`src/rtl/cla_serial_subtractor_pkg.sv`:
```
// rtl/cla_serial_subtractor_pkg.sv - shared types and constants for the serial borrow-lookahead subtractor
package cla_sub_pkg;

  typedef enum logic [1:0] {
    S_IDLE,
    S_RUN,
    S_DONE
  } state_t;

  localparam int SLICE_W = 4;

  function automatic int nibbles(input int width);
    return width / SLICE_W;
  endfunction

endpackage

```
`src/rtl/cla_serial_subtractor_if.sv`:
```
// rtl/cla_serial_subtractor_if.sv - operand/result handshake bundle; lt/eq present when SUB_COMPARE_EN is defined
interface cla_serial_subtractor_if #(
  parameter int WIDTH = 16
);

  logic             in_valid;
  logic             in_ready;
  logic [WIDTH-1:0] a;
  logic [WIDTH-1:0] b;
  logic             bin;
  logic             out_valid;
  logic             out_ready;
  logic [WIDTH-1:0] d;
  logic             bout;
  logic             ovf;
`ifdef SUB_COMPARE_EN
  logic             lt;
  logic             eq;

  modport master (
    output in_valid, a, b, bin, out_ready,
    input  in_ready, out_valid, d, bout, ovf, lt, eq
  );

  modport slave (
    input  in_valid, a, b, bin, out_ready,
    output in_ready, out_valid, d, bout, ovf, lt, eq
  );
`else
  modport master (
    output in_valid, a, b, bin, out_ready,
    input  in_ready, out_valid, d, bout, ovf
  );

  modport slave (
    input  in_valid, a, b, bin, out_ready,
    output in_ready, out_valid, d, bout, ovf
  );
`endif

endinterface

```
`src/rtl/cla_serial_subtractor_bla4_sub.sv`:
```
// rtl/cla_serial_subtractor_bla4_sub.sv - combinational 4-bit borrow-lookahead subtract slice
module bla4_sub
  import cla_sub_pkg::*;
(
  input  logic [SLICE_W-1:0] a,
  input  logic [SLICE_W-1:0] b,
  input  logic               bin,
  output logic [SLICE_W-1:0] d,
  output logic               bout
);

  logic [SLICE_W-1:0] g;
  logic [SLICE_W-1:0] p;
  logic [SLICE_W-1:0] br;

  // Generate when a=0,b=1; propagate an incoming borrow when a==b.
  assign g = ~a & b;
  assign p = ~(a ^ b);

  assign br[0] = bin;
  assign br[1] = g[0] | (p[0] & bin);
  assign br[2] = g[1] | (p[1] & g[0]) | (p[1] & p[0] & bin);
  assign br[3] = g[2] | (p[2] & g[1]) | (p[2] & p[1] & g[0]) | (p[2] & p[1] & p[0] & bin);
  assign bout  = g[3] | (p[3] & g[2]) | (p[3] & p[2] & g[1]) | (p[3] & p[2] & p[1] & g[0])
               | (p[3] & p[2] & p[1] & p[0] & bin);

  assign d = a ^ b ^ br;

endmodule

```
`src/rtl/cla_serial_subtractor.sv`:
```
// rtl/cla_serial_subtractor.sv - multi-cycle subtractor, one nibble per clock; SUB_COMPARE_EN adds lt/eq outputs
module cla_serial_subtractor
  import cla_sub_pkg::*;
#(
  parameter int WIDTH = 16
) (
  input logic                    clk,
  input logic                    rst,
  cla_serial_subtractor_if.slave bus
);

  localparam int NIBBLES = nibbles(WIDTH);
  localparam int IW      = (NIBBLES > 1) ? $clog2(NIBBLES) : 1;
  localparam logic [IW-1:0] LAST = IW'(NIBBLES - 1);

  state_t             state;
  state_t             state_nxt;
  logic [IW-1:0]      idx;
  logic [WIDTH-1:0]   a_r;
  logic [WIDTH-1:0]   b_r;
  logic [WIDTH-1:0]   d_r;
  logic               brw;
  logic               bout_r;
  logic               ovf_r;
  logic [SLICE_W-1:0] a_s;
  logic [SLICE_W-1:0] b_s;
  logic [SLICE_W-1:0] s_d;
  logic               s_bout;

  assign a_s = a_r[int'(idx)*SLICE_W +: SLICE_W];
  assign b_s = b_r[int'(idx)*SLICE_W +: SLICE_W];

  bla4_sub u_slice (
    .a    (a_s),
    .b    (b_s),
    .bin  (brw),
    .d    (s_d),
    .bout (s_bout)
  );

`ifdef SUB_COMPARE_EN
  logic               cbrw;
  logic               cnz;
  logic               lt_r;
  logic               eq_r;
  logic [SLICE_W-1:0] c_d;
  logic               c_bout;

  // Borrow-free chain: its final borrow is a<b, and its difference is zero only when a==b.
  bla4_sub u_cmp (
    .a    (a_s),
    .b    (b_s),
    .bin  (cbrw),
    .d    (c_d),
    .bout (c_bout)
  );

  always_ff @(posedge clk) begin
    if (rst) begin
      cbrw <= 1'b0;
      cnz  <= 1'b0;
      lt_r <= 1'b0;
      eq_r <= 1'b0;
    end else if (state == S_IDLE && bus.in_valid) begin
      cbrw <= 1'b0;
      cnz  <= 1'b0;
      lt_r <= 1'b0;
      eq_r <= 1'b0;
    end else if (state == S_RUN) begin
      cbrw <= c_bout;
      cnz  <= cnz | (|c_d);
      if (idx == LAST) begin
        lt_r <= c_bout;
        eq_r <= ~(cnz | (|c_d));
      end
    end
  end

  assign bus.lt = lt_r;
  assign bus.eq = eq_r;
`endif

  always_ff @(posedge clk) begin
    if (rst) begin
      state <= S_IDLE;
    end else begin
      state <= state_nxt;
    end
  end

  always_comb begin
    state_nxt = state;
    case (state)
      S_IDLE:  if (bus.in_valid) state_nxt = S_RUN;
      S_RUN:   if (idx == LAST) state_nxt = S_DONE;
      S_DONE:  if (bus.out_ready) state_nxt = S_IDLE;
      default: state_nxt = S_IDLE;
    endcase
  end

  always_ff @(posedge clk) begin
    if (rst) begin
      idx    <= '0;
      a_r    <= '0;
      b_r    <= '0;
      d_r    <= '0;
      brw    <= 1'b0;
      bout_r <= 1'b0;
      ovf_r  <= 1'b0;
    end else begin
      case (state)
        S_IDLE: begin
          if (bus.in_valid) begin
            a_r <= bus.a;
            b_r <= bus.b;
            brw <= bus.bin;
            idx <= '0;
            d_r <= '0;
          end
        end
        S_RUN: begin
          d_r[int'(idx)*SLICE_W +: SLICE_W] <= s_d;
          brw <= s_bout;
          if (idx == LAST) begin
            bout_r <= s_bout;
            ovf_r  <= (a_r[WIDTH-1] != b_r[WIDTH-1]) && (s_d[SLICE_W-1] != a_r[WIDTH-1]);
          end else begin
            idx <= idx + IW'(1);
          end
        end
        default: ;
      endcase
    end
  end

  assign bus.in_ready  = (state == S_IDLE);
  assign bus.out_valid = (state == S_DONE);
  assign bus.d         = d_r;
  assign bus.bout      = bout_r;
  assign bus.ovf       = ovf_r;

endmodule

```
`src/flat_wrapper.sv`:
```
// flat-port wrapper written by rule: the top's interface ports become plain ports
module cla_serial_subtractor_flat import cla_sub_pkg::*;
#(
  parameter int WIDTH = 16
)
  (clk, rst, bus_in_valid, bus_a, bus_b, bus_bin, bus_out_ready, bus_in_ready, bus_out_valid, bus_d, bus_bout, bus_ovf);
  cla_serial_subtractor_if #(.WIDTH(WIDTH)) bus_i ();
  input logic clk;
  input logic rst;
  input wire logic [$bits(bus_i.in_valid)-1:0] bus_in_valid;
  input wire logic [$bits(bus_i.a)-1:0] bus_a;
  input wire logic [$bits(bus_i.b)-1:0] bus_b;
  input wire logic [$bits(bus_i.bin)-1:0] bus_bin;
  input wire logic [$bits(bus_i.out_ready)-1:0] bus_out_ready;
  output wire logic [$bits(bus_i.in_ready)-1:0] bus_in_ready;
  output wire logic [$bits(bus_i.out_valid)-1:0] bus_out_valid;
  output wire logic [$bits(bus_i.d)-1:0] bus_d;
  output wire logic [$bits(bus_i.bout)-1:0] bus_bout;
  output wire logic [$bits(bus_i.ovf)-1:0] bus_ovf;
  assign bus_i.in_valid = bus_in_valid;
  assign bus_i.a = bus_a;
  assign bus_i.b = bus_b;
  assign bus_i.bin = bus_bin;
  assign bus_i.out_ready = bus_out_ready;
  assign bus_in_ready = bus_i.in_ready;
  assign bus_out_valid = bus_i.out_valid;
  assign bus_d = bus_i.d;
  assign bus_bout = bus_i.bout;
  assign bus_ovf = bus_i.ovf;
  cla_serial_subtractor #(.WIDTH(WIDTH)) u_core (.clk(clk), .rst(rst), .bus(bus_i));
endmodule
```
`config.mk`:
```
export PLATFORM = sky130hd
export DESIGN_NAME = cla_serial_subtractor_flat
export DESIGN_NICKNAME = d
export VERILOG_FILES = /design/src/rtl/cla_serial_subtractor_pkg.sv /design/src/rtl/cla_serial_subtractor_if.sv /design/src/rtl/cla_serial_subtractor_bla4_sub.sv /design/src/rtl/cla_serial_subtractor.sv /design/src/flat_wrapper.sv
export SDC_FILE = /design/constraint.sdc
export NUM_CORES = 1
export LEC_CHECK = 0
export BUFFER_PORTS_ARGS = -buffer_cell sky130_fd_sc_hd__buf_2
export CORE_UTILIZATION = 30
export DETAILED_ROUTE_END_ITERATION = 10
export GPL_ROUTABILITY_DRIVEN = 0
export SKIP_CTS_REPAIR_TIMING = 1
export SLEW_MARGIN = 20
export SYNTH_ARGS = -nofsm -noshare
export SYNTH_HDL_FRONTEND = slang
export SYNTH_SLANG_ARGS = --single-unit
```
`constraint.sdc`:
```
create_clock -name clk -period 2.7 [get_ports clk]
set_input_delay 0.135 -clock clk [delete_from_list [all_inputs] [get_ports clk]]
set_output_delay 0.135 -clock clk [all_outputs]
set_load 0.01 [all_outputs]
```
==> results.md <==
- The flow ran to the end, and the final reports show no timing, DRC or antenna violations.
- The number of nets handed over by synthesis was 338.
- The total global-route track usage is 14.6%.
- After global routing the overflow that remains totals 0.
- The termination of the worst setup path is u_core.bus.ovf$_SDFFE_PP0P_.
- The tool flagged a number of max-cap violations equal to 0.
- The first-pass GRT wire length is 9920 µm.
- The clock tree from TritonCTS is done.
- Synthesis produced 292 cells.
- The width of the chip is 93.1 µm.
- In the layout the commonest cells are nand2_1 (80), buf_2 (56), dfxtp_1 (53), a21oi_1 (43), nor2_1 (17).
- The number of global-route vias before repair is 2038.
- The number of vias per cell is 4.84.
- After floorplanning, the core was sized to cover 7890 µm².
- The wire-length estimate of the detail-placed layout is 4330 µm.
- After filler insertion, the fill cell instance count of the layout stands at 827.
- At the worst endpoint, the arrival time is 2800 ps.
- Of the cells placed in the final design, the portion with a size suffix greater than 1 is 24.4%.
- In this run the remaining antenna-violating nets after routing total 0.
- Relative to the synthesized area, the layout overhead comes to 18.6%.
- The depth of the worst register-to-register path is 7.
- The die covers 8660 µm².
- During placement, the flow inserted port buffers numbering 56.
- The most critical setup path has its startpoint at u_core.idx[0]$_SDFFE_PP0P_.
- The total wirelength of the detailed-routed design is 5870 µm.
- Sequential cells were found to cover 44.2% of the synthesized design area.
- The number of max-slew violations in the final report is 0.
- The critical path runs through a total of 7 cells.
- In this run the worst path has a maximum fanout of 8.
- The first-pass iteration count of the detailed router is 4.
- The final worst setup slack is 124 ps.
- The commonest non-fill, non-tap cell in the layout is nand2_1.
- The worst-path cell with the longest stage delay is or4_1.
- The critical path is of the flip-flop to flip-flop type.
- The number of CTS-inserted buffers is 5.
- For this run, the number of Yosys warnings is 0.
- The number of sinks handled by clock tree synthesis is 55.
- The slew at the pin closest to its max-slew limit is 974 ps.
- The top cell family by delay on the critical path is simple AND/OR/NAND/NOR gates.
- The worst pin sits at a relative slew slack of 35.1%.
- The highest cell delay on the worst timing path is 520 ps.
- The residual DRC count is 0.
- STA classifies the critical path endpoint as a flip-flop.
- Static timing analysis puts the maximum clock frequency at 388 MHz.
- The required arrival time at the worst endpoint is 2920 ps.
- No sink is reached through more buffers than the 2 on the longest clock path.
- The internal reg-to-reg setup slack is 120 ps.
- Setup violations remaining at the end of the flow were counted as 0.
- The total standard cell area after synthesis is 2490 µm².
- The endpoint identified for the worst register-to-register timing path is u_core.bus.ovf$_SDFFE_PP0P_.
- The clock-pin slew on the worst setup and hold paths is 100 ps.
- The number of I/O pins is 57.
- The clock latency reported for the late side of the worst-skew pair is 310 ps.
- CTS placed an instance of clkbuf_8 at the clock tree root.
- Traced cell by cell, the critical path runs through mux4_2, inv_1, ha_1, a21o_1, and4_4, or4_1, a311oi_1.
- The number of DRC violations after detailed-routing iteration 0 is 71.
- Setup repair after global routing left no endpoint under its margin.
- The H-tree generated during clock tree synthesis spans 2 levels.
- Averaged over all synthesized cells, the footprint is 8.52 µm².
- The setup skew after layout is 7.36 ps.
- The routed layout has 2159 vias.
- Synthesis inferred 55 register bits.
- Dividing total power by cell area gives a power density of 548 nW/µm².
- The pre-CTS setup slack is 43.8 ps.
- Once the floorplan was initialized, standard cells occupied 31.6% of the core.
- The number of standard-cell rows in the floorplan is 32.
- Setup total negative slack on the finished layout was measured at 0 ps.
- The class of the most critical hold timing path is input pin to flip-flop.
- The final count of hold timing violations came to 0.
- The number of inserted diodes is 0.
- Dividing the detail-routed wire length by the instance count gives 13.2 µm.
- The smallest clock period supported by the final layout is computed as 2580 ps.
- The startpoint identified for the worst register-to-register timing path is u_core.idx[0]$_SDFFE_PP0P_.
- The initial antenna violation count was 0.
- The analysis attributes to cell leakage a power of 1.23 nW.
- The maximum number of pins on one net before global-route repair is 56.
- The number of different library cells in the post-synthesis netlist is 36.
- The worst setup path is launched from a flip-flop.
- The part of the cycle the worst path needs is 95.4%.
- IR analysis of the VDD net gives a maximum drop of 182 µV.
- Counting both buffers and inverters, the worst setup path holds a total of 1.
- In this run the vertical extent of the chip is 93.1 µm.
- In the final design database the tool counted 389 nets.
- The utilization after layout is 37.4%.
final cells by class:
type / count / area, µm² / share of cell area [%]
clock inverters: 3 / 18.8 / 0.636
flip-flops and latches: 55 / 1110 / 37.5
repair buffers: 63 / 333 / 11.3
clock buffers: 5 / 68.8 / 2.33
well taps: 102 / 128 / 4.32
inverters: 10 / 37.5 / 1.27
multi-input cells: 208 / 1260 / 42.7
per-layer routing:
layer | global-route usage [%] | routed length [µm] | vias to the layer above
met5 | 0 | 0 | -
met4 | 4.62 | 61 | 0
met3 | 3.09 | 291 | 5
met2 | 23.7 | 2760 | 62
met1 | 19.4 | 2750 | 990
li1 | - | - | 1102
registers in the layout, summed over array words and instances (netlist names):
signal / count
u_core.brw: 1
u_core.b_r: 16
u_core.bus.d: 16
u_core.idx: 2
u_core.bus.ovf: 1
u_core.bus.bout: 1
u_core.state: 2
u_core.a_r: 16
tightest hold or removal path: stages:
cell	delay, ps
buf_2	100
nand2_1	40
a21oi_1	50
through the flow:
step / hold slack, ps / instances / total power (W) / cell area (µm²)
after global routing: 31.2 / 446 / 0.00172 / 2950
after floorplan: 268 / 292 / 0.00109 / 2500
final: 48.4 / 446 / 0.00162 / 2950
after global placement: 377 / 436 / 0.00117 / 2850
after CTS: 39.2 / 444 / 0.00163 / 2930
after detailed placement: 383 / 436 / 0.00118 / 2850
synthesized netlist by cell type:
cell type   n  area [µm²]
clkbuf_1   14        52.6
nor2_1     17        63.8
nor4_1      1        6.26
ha_1        8         100
dfxtp_1    55        1100
o21ai_0     5        25.0
a311oi_1    1        8.76
or2b_2      1        8.76
and4_4      1        11.3
nand2_1    80         300
a22oi_1     9        67.6
mux4_2      8         180
or4_1       1        7.51
buf_2       1        5.00
nand3_1     1        5.00
nor3_1      1        5.00
clkbuf_2    1        5.00
buf_6       3        33.8
nor3b_1     1        7.51
and3_1      2        12.5
and3b_1     1        8.76
xnor2_1     1        8.76
a21oi_1    43         215
nor3b_2     1        12.5
o311ai_0    2        17.5
inv_1      10        37.5
fa_1        1        20.0
nand2b_1    4        25.0
nor4bb_1    1        10.0
nor4b_1     1        8.76
o31ai_1     4        30.0
a31oi_1     1        6.26
o21a_1      1        7.51
nor2b_1     1        6.26
a21o_1      5        37.5
a211oi_1    4        30.0
report_power, final:
part / switching [W] / internal (W) / total, W / leakage (nW)
logic: 0.000158 / 0.000120 / 0.000279 / 0.727
clock network: 0.000274 / 0.000183 / 0.000457 / 0.0483
registers: 0.0000318 / 0.000849 / 0.000881 / 0.450
total: 0.000464 / 0.00115 / 0.00162 / 1.23
cell families after synthesis:
| kind of cell | count (synthesis) | share of synthesized area (%) |
|---|---|---|
| fa+ha+maj | 9 | 4.83 |
| buf+inv | 29 | 5.38 |
| compound gates | 75 | 17.9 |
| xor+xnor | 1 | 0.352 |
| mux | 8 | 7.24 |
| flops | 55 | 44.2 |
| simple gates | 115 | 20.1 |
worst min path at each step:
stage / from / end / slack [ps] / depth (start not counted)
finish: bus_a[5] / u_core.a_r[5]$_SDFFE_PP0P_ / 50 / 3
floorplan: bus_b[7] / u_core.b_r[7]$_SDFFE_PP0P_ / 270 / 2
CTS: bus_a[5] / u_core.a_r[5]$_SDFFE_PP0P_ / 40 / 3
global placement: bus_b[14] / u_core.b_r[14]$_SDFFE_PP0P_ / 380 / 3
detailed placement: bus_a[5] / u_core.a_r[5]$_SDFFE_PP0P_ / 380 / 3
global route: bus_a[12] / u_core.a_r[12]$_SDFFE_PP0P_ / 30 / 3
Note: power is estimated with default switching activity, not from simulation.
